## config.mk

```make
export PLATFORM = sky130hd
export DESIGN_NAME = huffman_coder_avalon_flat
export DESIGN_NICKNAME = d
export VERILOG_FILES = /design/src/rtl/huffman_pkg.sv /design/src/rtl/huffman_coder_avalon_if.sv /design/src/rtl/huffman_bit_packer.sv /design/src/rtl/huffman_coder_avalon.sv /design/src/flat_wrapper.sv
export SDC_FILE = /design/constraint.sdc
export NUM_CORES = 2
export LEC_CHECK = 0
export ABC_AREA = 0
export CAP_MARGIN = 20
export CORE_AREA = 3 3 304 306
export CTS_CLUSTER_DIAMETER = 200
export CTS_CLUSTER_SIZE = 25
export DETAILED_ROUTE_END_ITERATION = 10
export DIE_AREA = 0 0 307 309
export GPL_ROUTABILITY_DRIVEN = 0
export SYNTH_ARGS = -nofsm -noshare
export SYNTH_HDL_FRONTEND = slang
export SYNTH_SLANG_ARGS = --single-unit
```

## constraint.sdc

```tcl
create_clock -name clk -period 30.9 [get_ports clk]
set_input_delay 6.18 -clock clk [delete_from_list [all_inputs] [get_ports clk]]
set_output_delay 6.18 -clock clk [all_outputs]
set_load 0.01 [all_outputs]
```

## src/rtl/huffman_pkg.sv

```systemverilog
// Shared constants, writedata field positions and table entry layout for the Huffman coder.
package huffman_pkg;

    localparam int unsigned ADDR_W   = 6;
    localparam int unsigned CODE_W   = 8;
    localparam int unsigned LEN_W    = 4;
    localparam int unsigned OUT_W    = 32;
    localparam int unsigned DEPTH    = 2 ** ADDR_W;
    localparam int unsigned ACC_W    = 40;
    localparam int unsigned CNT_W    = 6;

    localparam int unsigned FIN_BIT  = 6;
    localparam int unsigned LEN_LSB  = 6;
    localparam int unsigned CODE_LSB = 10;

    typedef struct packed {
        logic [CODE_W-1:0] code;
        logic [LEN_W-1:0]  len;
    } entry_t;

    // Codes never exceed CODE_W bits, so longer requested lengths saturate.
    function automatic logic [LEN_W-1:0] clamp_len(input logic [LEN_W-1:0] l);
        return (l > LEN_W'(CODE_W)) ? LEN_W'(CODE_W) : l;
    endfunction

endpackage

```

## src/rtl/huffman_coder_avalon_if.sv

```systemverilog
// Avalon-MM slave bus bundle for the Huffman coder.
interface huffman_coder_avalon_if;
    import huffman_pkg::*;

    logic [OUT_W-1:0] writedata;
    logic [OUT_W-1:0] readdata;
    logic             write;
    logic             read;
    logic             chipselect;

    modport slave  (input writedata, write, read, chipselect, output readdata);
    modport master (output writedata, write, read, chipselect, input readdata);

endinterface

```

## src/rtl/huffman_bit_packer.sv

```systemverilog
// MSB-first bit accumulator: emits 32-bit words when full and flushes the tail on finalize.
module huffman_bit_packer
    import huffman_pkg::*;
(
    input  logic              clk,
    input  logic              rst,
    input  logic              app_vld_i,
    input  logic              app_fin_i,
    input  logic [CODE_W-1:0] app_code_i,
    input  logic [LEN_W-1:0]  app_len_i,
    output logic [OUT_W-1:0]  encoded_o,
    output logic [CNT_W-1:0]  length_o,
    output logic              enable_o,
    output logic [CNT_W-1:0]  count_o
);

    localparam int unsigned MASK_W = CODE_W + 1;
    localparam int unsigned PAD_W  = ACC_W - CODE_W;

    logic [ACC_W-1:0]  acc_q, acc_d;
    logic [CNT_W-1:0]  count_q, count_d;
    logic              pend_q, pend_d;
    logic [OUT_W-1:0]  enc_q, enc_d;
    logic [CNT_W-1:0]  len_q, len_d;
    logic              en_q, en_d;

    logic [LEN_W-1:0]  eff_len;
    logic [CODE_W-1:0] masked;
    logic [ACC_W-1:0]  aligned, base_acc, merged;
    logic [CNT_W-1:0]  base_cnt, total;
    logic              fin;

    always_ff @(posedge clk or posedge rst) begin
        if (rst) begin
            acc_q   <= '0;
            count_q <= '0;
            pend_q  <= 1'b0;
            enc_q   <= '0;
            len_q   <= '0;
            en_q    <= 1'b0;
        end else begin
            acc_q   <= acc_d;
            count_q <= count_d;
            pend_q  <= pend_d;
            enc_q   <= enc_d;
            len_q   <= len_d;
            en_q    <= en_d;
        end
    end

    // A pending flush drains the old tail this cycle, so the new code starts an empty accumulator.
    always_comb begin
        eff_len  = app_vld_i ? app_len_i : '0;
        fin      = app_vld_i & app_fin_i;
        masked   = CODE_W'((MASK_W'(1) << eff_len) - MASK_W'(1)) & app_code_i;
        aligned  = {masked, {PAD_W{1'b0}}} << (LEN_W'(CODE_W) - eff_len);
        base_acc = pend_q ? '0 : acc_q;
        base_cnt = pend_q ? '0 : count_q;
        merged   = base_acc | (aligned >> base_cnt);
        total    = base_cnt + CNT_W'(eff_len);

        acc_d    = merged;
        count_d  = total;
        pend_d   = 1'b0;
        enc_d    = enc_q;
        len_d    = len_q;
        en_d     = 1'b0;

        if (pend_q) begin
            en_d  = 1'b1;
            enc_d = acc_q[ACC_W-1 -: OUT_W];
            len_d = count_q;
            if (fin && (total != '0)) pend_d = 1'b1;
        end else if (total >= CNT_W'(OUT_W)) begin
            en_d    = 1'b1;
            enc_d   = merged[ACC_W-1 -: OUT_W];
            len_d   = CNT_W'(OUT_W);
            acc_d   = merged << OUT_W;
            count_d = total - CNT_W'(OUT_W);
            if (fin && (count_d != '0)) pend_d = 1'b1;
        end else if (fin && (total != '0)) begin
            en_d    = 1'b1;
            enc_d   = merged[ACC_W-1 -: OUT_W];
            len_d   = total;
            acc_d   = '0;
            count_d = '0;
        end
    end

    assign encoded_o = enc_q;
    assign length_o  = len_q;
    assign enable_o  = en_q;
    assign count_o   = count_q;

endmodule

```

## src/rtl/huffman_coder_avalon.sv

```systemverilog
// Avalon-MM Huffman coder: code table plus bus decode feeding the bit packer.
// Define HUFF_READBACK_EN to return the looked-up entry on readdata instead of the bit count.
module huffman_coder_avalon
    import huffman_pkg::*;
(
    input  logic                   clk,
    input  logic                   rst,
    huffman_coder_avalon_if.slave  bus,
    output logic [OUT_W-1:0]       encoded_out_o,
    output logic [CNT_W-1:0]       length_out_o,
    output logic                   enable_out_o
);

    entry_t             tbl_q [DEPTH];
    entry_t             rd_ent_q;
    logic               rd_vld_q;
    logic               rd_fin_q;
    logic [OUT_W-1:0]   readdata_q;
    logic [CNT_W-1:0]   pk_count;
    logic               wr_c;
    logic               rd_c;
    logic [ADDR_W-1:0]  addr_c;
    logic               unused_wd;

    // A simultaneous write takes priority and suppresses the read.
    assign wr_c   = bus.chipselect & bus.write;
    assign rd_c   = bus.chipselect & bus.read & ~bus.write;
    assign addr_c = bus.writedata[ADDR_W-1:0];
    assign unused_wd = ^bus.writedata[OUT_W-1:CODE_LSB+CODE_W];

    always_ff @(posedge clk or posedge rst) begin
        if (rst) begin
            for (int i = 0; i < int'(DEPTH); i++) tbl_q[i] <= '0;
        end else if (wr_c) begin
            tbl_q[addr_c] <= '{code: bus.writedata[CODE_LSB +: CODE_W],
                               len:  clamp_len(bus.writedata[LEN_LSB +: LEN_W])};
        end
    end

    always_ff @(posedge clk or posedge rst) begin
        if (rst) begin
            rd_vld_q   <= 1'b0;
            rd_fin_q   <= 1'b0;
            rd_ent_q   <= '0;
            readdata_q <= '0;
        end else begin
            rd_vld_q <= rd_c;
            rd_fin_q <= rd_c & bus.writedata[FIN_BIT];
            if (rd_c) begin
                rd_ent_q <= tbl_q[addr_c];
`ifdef HUFF_READBACK_EN
                readdata_q <= {14'b0, tbl_q[addr_c], addr_c};
`else
                readdata_q <= {26'b0, pk_count};
`endif
            end
        end
    end

    assign bus.readdata = readdata_q;

    huffman_bit_packer u_packer (
        .clk        (clk),
        .rst        (rst),
        .app_vld_i  (rd_vld_q),
        .app_fin_i  (rd_fin_q),
        .app_code_i (rd_ent_q.code),
        .app_len_i  (rd_ent_q.len),
        .encoded_o  (encoded_out_o),
        .length_o   (length_out_o),
        .enable_o   (enable_out_o),
        .count_o    (pk_count)
    );

endmodule

```

## src/flat_wrapper.sv

```systemverilog
// flat-port wrapper written by rule: the top's interface ports become plain ports
module huffman_coder_avalon_flat import huffman_pkg::*;
  (clk, rst, encoded_out_o, length_out_o, enable_out_o, bus_writedata, bus_write, bus_read, bus_chipselect, bus_readdata);
  huffman_coder_avalon_if bus_i ();
  input  logic clk;
  input  logic rst;
  output logic [OUT_W-1:0] encoded_out_o;
  output logic [CNT_W-1:0] length_out_o;
  output logic enable_out_o;
  input wire logic [$bits(bus_i.writedata)-1:0] bus_writedata;
  input wire logic [$bits(bus_i.write)-1:0] bus_write;
  input wire logic [$bits(bus_i.read)-1:0] bus_read;
  input wire logic [$bits(bus_i.chipselect)-1:0] bus_chipselect;
  output wire logic [$bits(bus_i.readdata)-1:0] bus_readdata;
  assign bus_i.writedata = bus_writedata;
  assign bus_i.write = bus_write;
  assign bus_i.read = bus_read;
  assign bus_i.chipselect = bus_chipselect;
  assign bus_readdata = bus_i.readdata;
  huffman_coder_avalon u_core (.clk(clk), .rst(rst), .bus(bus_i), .encoded_out_o(encoded_out_o), .length_out_o(length_out_o), .enable_out_o(enable_out_o));
endmodule
```

# After elaboration in Yosys (flattened, before gate mapping)
# Cells that the tools add are included.
[totals]
ff_bits = 874
inputBits = 37
output_inout_bits = 71
word_cells = 193
[op_classes]
add_sub_neg = 4
order_cmp = 4
n_shift = 3
n_mux = 28
n_bitwise = 9
n_reduce_logical = 6
[op_table]
columns = ["op", "n"]
rows = [
  ["$bwmux W768", 1],
  ["$mux W40", 4],
  ["$mux W32", 3],
  ["$bmux W12 S6", 1],
  ["$demux W12 S6", 1],
  ["$mux W6", 7],
  ["$or A40 B40 Y40", 1],
  ["$shl A40 B4 Y40", 1],
  ["$shr A40 B6 Y40", 1],
  ["$mux W12", 3],
  ["$reduce_bool A6 Y1", 2],
  ["$and A8 B8 Y8", 1],
  ["$mux W4", 2],
  ["$shl A1 B4 Y8 const A", 1],
  ["$sub A8 B2 Y8 const B", 1],
  ["$ge A7 B7 Y1 const B", 1],
  ["$lt A7 B1 Y1 const B", 1],
  ["$not A6 Y7", 1],
  ["$add A6 B4 Y6", 1],
  ["$ge A6 B6 Y1 const B", 1],
  ["$mux W1", 6],
  ["$sub A6 B6 Y6 const B", 1],
  ["$and A1 B1 Y1", 5],
  ["$gt A4 B4 Y1 const B", 1],
  ["4 further kinds", 6],
]

# Depth between registers and ports, before layout
[logic_depth]
depth_word = 10
depth_mapped = 19
ltp_nobuf = 14

# Cells and area by module
# From an unflattened synthesis, not the netlist that was laid out.
[unflattened]
hier_cells = 3343
hier_area_um2 = 41523.6
[by_module_without_submodules]
columns = ["mod", "instances", "cells_each", "area_per_inst_um2", "seq_area_each_um2"]
rows = [
  ["huffman_coder_avalon", 1, 2734, 36373.6, 19718.9],
  ["huffman_bit_packer", 1, 609, 5149.9, 2152.1],
]

# Worst setup path after synthesis
# OpenSTA, ideal clock, no wires.
[synth_path]
kind = "input to register"
startpoint = "input port bus_writedata[0]"
endpoint = "register u_core.rd_ent_q[5] (netlist bit)"
setup_time_ns = 0.133
t_arrival_ns = 8.287
t_required_ns = 30.767
slack_ns = 22.480
cell_stages = 8
n_path_buf = 3
cell_sequence = "clkbuf_1 > buf_1 > buf_1 > mux4_2 > mux2i_1 > o22ai_1 > nor4_1 > o21ai_0"
[synth_via]
elab_chain_len = 4
[synth_lines]
columns = ["item", "line_no", "source"]
rows = [
  ["from (decl)", "flat_wrapper.sv:10", "input wire logic [$bits(bus_i.writedata)-1:0] bus_writedata;"],
  ["$not A6 Y7 (implied by the code)", "huffman_coder_avalon.sv:50", "rd_ent_q <= tbl_q[addr_c];"],
  ["$bmux W12 S6", "huffman_coder_avalon.sv:50", ""],
  ["$mux W12 (implied by the code) (2 in a row)", "huffman_coder_avalon.sv:50", ""],
  ["to (signal assigned)", "huffman_coder_avalon.sv:50", ""],
  ["to (decl)", "huffman_coder_avalon.sv:15", "entry_t rd_ent_q;"],
]
# No other way between the ends. The select of a mux whose other input is x is not followed.
# A chain may end at the register's enable or synchronous reset.

# Worst setup path in the final report
[layout_path]
startpoint = "input port bus_writedata[2]"
endpoint = "register u_core.rd_ent_q[0] (netlist bit)"
# The elaborated chain is that of the path after synthesis.

==> results.tsv <==
stage	metric	value	unit
worst_setup_path	endpoint	u_core.rd_ent_q[0]$_DFFE_PP0P_	
worst_setup_path	end_kind	flop	
cts	htree_levels	2	
cts	clk_path_buf_depth	3	
worst_setup_path	setup.worst_path.start_class	primary input	
layout	area_growth	5.834	%
placement	port_buffers	67	
power_and_ir_drop	powerDensity	51.04	nW/um2
floorplanning	start_util	45.03	%
global_routing	gr-total-overflow	0	
sta	period_share	32.56	%
logic_synthesis	synthArstFlopShare	100.0	%
floorplanning	coreArea	89870	um2
cts	hold_buffers	0	
logic_synthesis	netlist.area_leader.share	54.05	%
floorplanning	die_h	309	um
hold_path	hold-path-cell-count	2	
worst_setup_path	reg2regPathDepth	14	
worst_setup_path	arrival	10.52	ns
cts	clock_tree.root_cell	clkbuf_16	
sta	fin_skew	0.01482	ns
detailed_routing	drc_errors	0	
sta	period_minus_slack	10.06	ns
logic_synthesis	yosys-top-cells-area	dfrtp_1, nand2_1, mux4_2, mux2_2, o21ai_0	
logic_synthesis	synth_cells	3702	
detailed_routing	drtIter0Drc	2612	
sta	report.final.slew_viol_count	0	
power_and_ir_drop	p_sw_share	27.02	%
global_routing	grt_max_degree	177	
power_and_ir_drop	p_leak	0.02042	uW
cts	cts.repair.resized	0	
layout	final_net_count	3617	
layout	drive_gt1_share	16.86	%
worst_setup_path	cp-startpoint	bus_writedata[2]	
detailed_routing	wirelength	108400	um
floorplanning	fp-row-count	110	
layout	n_fill_cell	8295	
floorplanning	dieArea	94860	um2
logic_synthesis	yosys-top-cells-count	nand2_1, dfrtp_1, mux2_2, o21ai_0, clkbuf_1	
power_and_ir_drop	comb_power_share	13.9	%
sta	max_freq	99.40	MHz
logic_synthesis	ys_types	75	
outcome	status	finished clean	
sta	rsz0062_at_grt	false	
power_and_ir_drop	p_switching	590.7	uW
worst_setup_path	rrSetupSlack	25.70	ns
logic_synthesis	ys.flop_type	dfrtp_1	
logic_synthesis	yosys_warnings	0	
floorplanning	die_w	307	um
placement	dp_hpwl	65960	um
detailed_routing	drt-pass1-iter-count	6	
logic_synthesis	ys_seq_elements	874	
detailed_routing	via_per_inst	5.720	
global_routing	antenna_found_initial	3	
cts	path_clk_slew	0.10	ns
cts	worstSkewPairLatency	0.61	ns
layout	fin_util	47.65	%
layout	antennaDiodeCount	0	
power_and_ir_drop	internal-power	1595	uW
logic_synthesis	synth-edff-count	0	
worst_setup_path	r2r_end	u_core.u_packer.encoded_o[7]$_DFFE_PP0P_	
worst_setup_path	required	31.36	ns
detailed_routing	wire_per_inst	22.82	um
cts	post_cts_buffers	0	
hold_path	hp-class	reg -> reg	
layout	final-seq-area	21870	um2
detailed_routing	ant_nets	0	
logic_synthesis	synth.most_common_cell	nand2_1	
worst_setup_path	critPathMaxFanout	82	
sta	hold_violations	0	
detailed_routing	vias	27190	
cts	cts_buffers	40	
worst_setup_path	crit_type	in -> reg	
cts	cts_num_sinks	874	
logic_synthesis	synth_top_area_cell	dfrtp_1	
power_and_ir_drop	power_frac_seq	58.5	%
sta	tightest_slew	1.043	ns
power_and_ir_drop	ir_drop	41.93	uV
cts	cts_tree	built	
global_routing	grt_first_pass_wirelength	167800	um
logic_synthesis	syn_avg_cell_area	10.93	um2
sta	max_slew_margin	29.81	%
layout	multi_input_area	17370	um2
flow_run	cap_violations	0	
logic_synthesis	yosysSeqAreaShare	54.05	%
logic_synthesis	synth_area	40470	um2
worst_setup_path	r2r-start	u_core.u_packer.pend_q$_DFF_PP0_	
power_and_ir_drop	clkPwrFrac	27.6	%
sta	setup-tns-final	0	ns
global_routing	grt_pass1_vias	26940	
global_routing	grt_use_total	23.01	%
floorplanning	io-pin-count	108	
sta	setup_viol	0	
==> through the flow <==
| stage | setup slack, ns | cells | total power, uW | hold WS (ns) | instance area [um2] |
|---|---|---|---|---|---|
| 2_1_floorplan | 0.1564 | 3728 | 1509 | 0.4411 | 40570 |
| 3_3_place_gp | 20.46 | 4707 | 1599 | 0.4534 | 41760 |
| 3_5_place_dp | 20.44 | 4707 | 1607 | 0.4578 | 41760 |
| 4_1_cts | 21.10 | 4751 | 2205 | 0.4825 | 42810 |
| 5_1_grt | 20.83 | 4753 | 2285 | 0.4931 | 42830 |
| 6_report | 20.84 | 4753 | 2186 | 0.4789 | 42830 |
==> power by group through the flow <==
stage	Clock (uW)	Combinational, uW	Sequential, uW
6_report	604	304	1280
5_1_grt	659	336	1290
4_1_cts	621	306	1280
3_5_place_dp	0	306	1300
3_3_place_gp	0	301	1300
2_1_floorplan	0	221	1290
==> logic make-up after synthesis <==
logic type      synth area share (%)
simple gates                   14.31
flops                          54.05
mux                            21.39
compound gates                 6.570
buf+inv                        3.305
xor+xnor                      0.2164
fa+ha+maj                     0.1546
other cells                 0.009267
==> cell usage in the layout (no fill, tap or decap), drive strengths merged, types with 11 or more instances in the layout <==
cell           instances
mux2i                106
nand2               1210
mux4                 192
nor3                  13
dfrtp                874
clkbuf                43
nand3                 16
o21ai                246
inv                   20
a31oi                 15
mux2                 290
clkdlybuf4s50         55
nor4                  18
nor2                 113
nand2b                11
conb                  27
and2                  19
buf                   50
o22ai                 58
a21oi                 66
==> routing by layer <==
metal	wire length [um]	vias up	track usage, %
met5	28	-	0
met4	3294	4	6.719
met3	6258	142	3.608
met2	49600	764	36.13
met1	49260	13930	33.42
li1	-	12350	-
==> final cells by class <==
cell class	instances	share of cell area [%]
clock inverters	2	0.04090
repair buffers	106	2.302
clock buffers	42	2.404
inverters	19	0.1840
multi-input cells	2534	40.57
well taps	1176	3.436
flip-flops and latches	874	51.07
==> worst min path at each step <==
| stage | slack (ns) | start | end |
|---|---|---|---|
| 2_1_floorplan | 0.44 | u_core.tbl_q[496]$_DFFE_PP0P_ | u_core.tbl_q[496]$_DFFE_PP0P_ |
| 3_3_place_gp | 0.45 | u_core.tbl_q[539]$_DFFE_PP0P_ | u_core.tbl_q[539]$_DFFE_PP0P_ |
| 3_5_place_dp | 0.46 | u_core.tbl_q[404]$_DFFE_PP0P_ | u_core.tbl_q[404]$_DFFE_PP0P_ |
| 4_1_cts | 0.48 | u_core.tbl_q[404]$_DFFE_PP0P_ | u_core.tbl_q[404]$_DFFE_PP0P_ |
| 5_1_grt | 0.49 | u_core.tbl_q[3]$_DFFE_PP0P_ | u_core.tbl_q[3]$_DFFE_PP0P_ |
| 6_report | 0.48 | u_core.tbl_q[404]$_DFFE_PP0P_ | u_core.tbl_q[404]$_DFFE_PP0P_ |
==> state kept, by name (all words and copies together), names as in the netlist, 6 cells and up <==
register,count
u_core.tbl_q,768
u_core.u_packer.length_o,6
u_core.u_packer.encoded_o,32
u_core.bus.readdata,6
u_core.rd_ent_q,12
u_core.u_packer.count_o,6
u_core.u_packer.acc_q,40
==> worst max-delay path, stage by stage <==
cell and delay [ns]:
clkbuf_8 0.67, buf_4 0.76, buf_4 0.66, mux4_2 0.41, mux2i_1 0.34, o22ai_1 0.29
nor4_1 0.90, o21ai_0 0.15
Power figures use the tool's default switching activity.
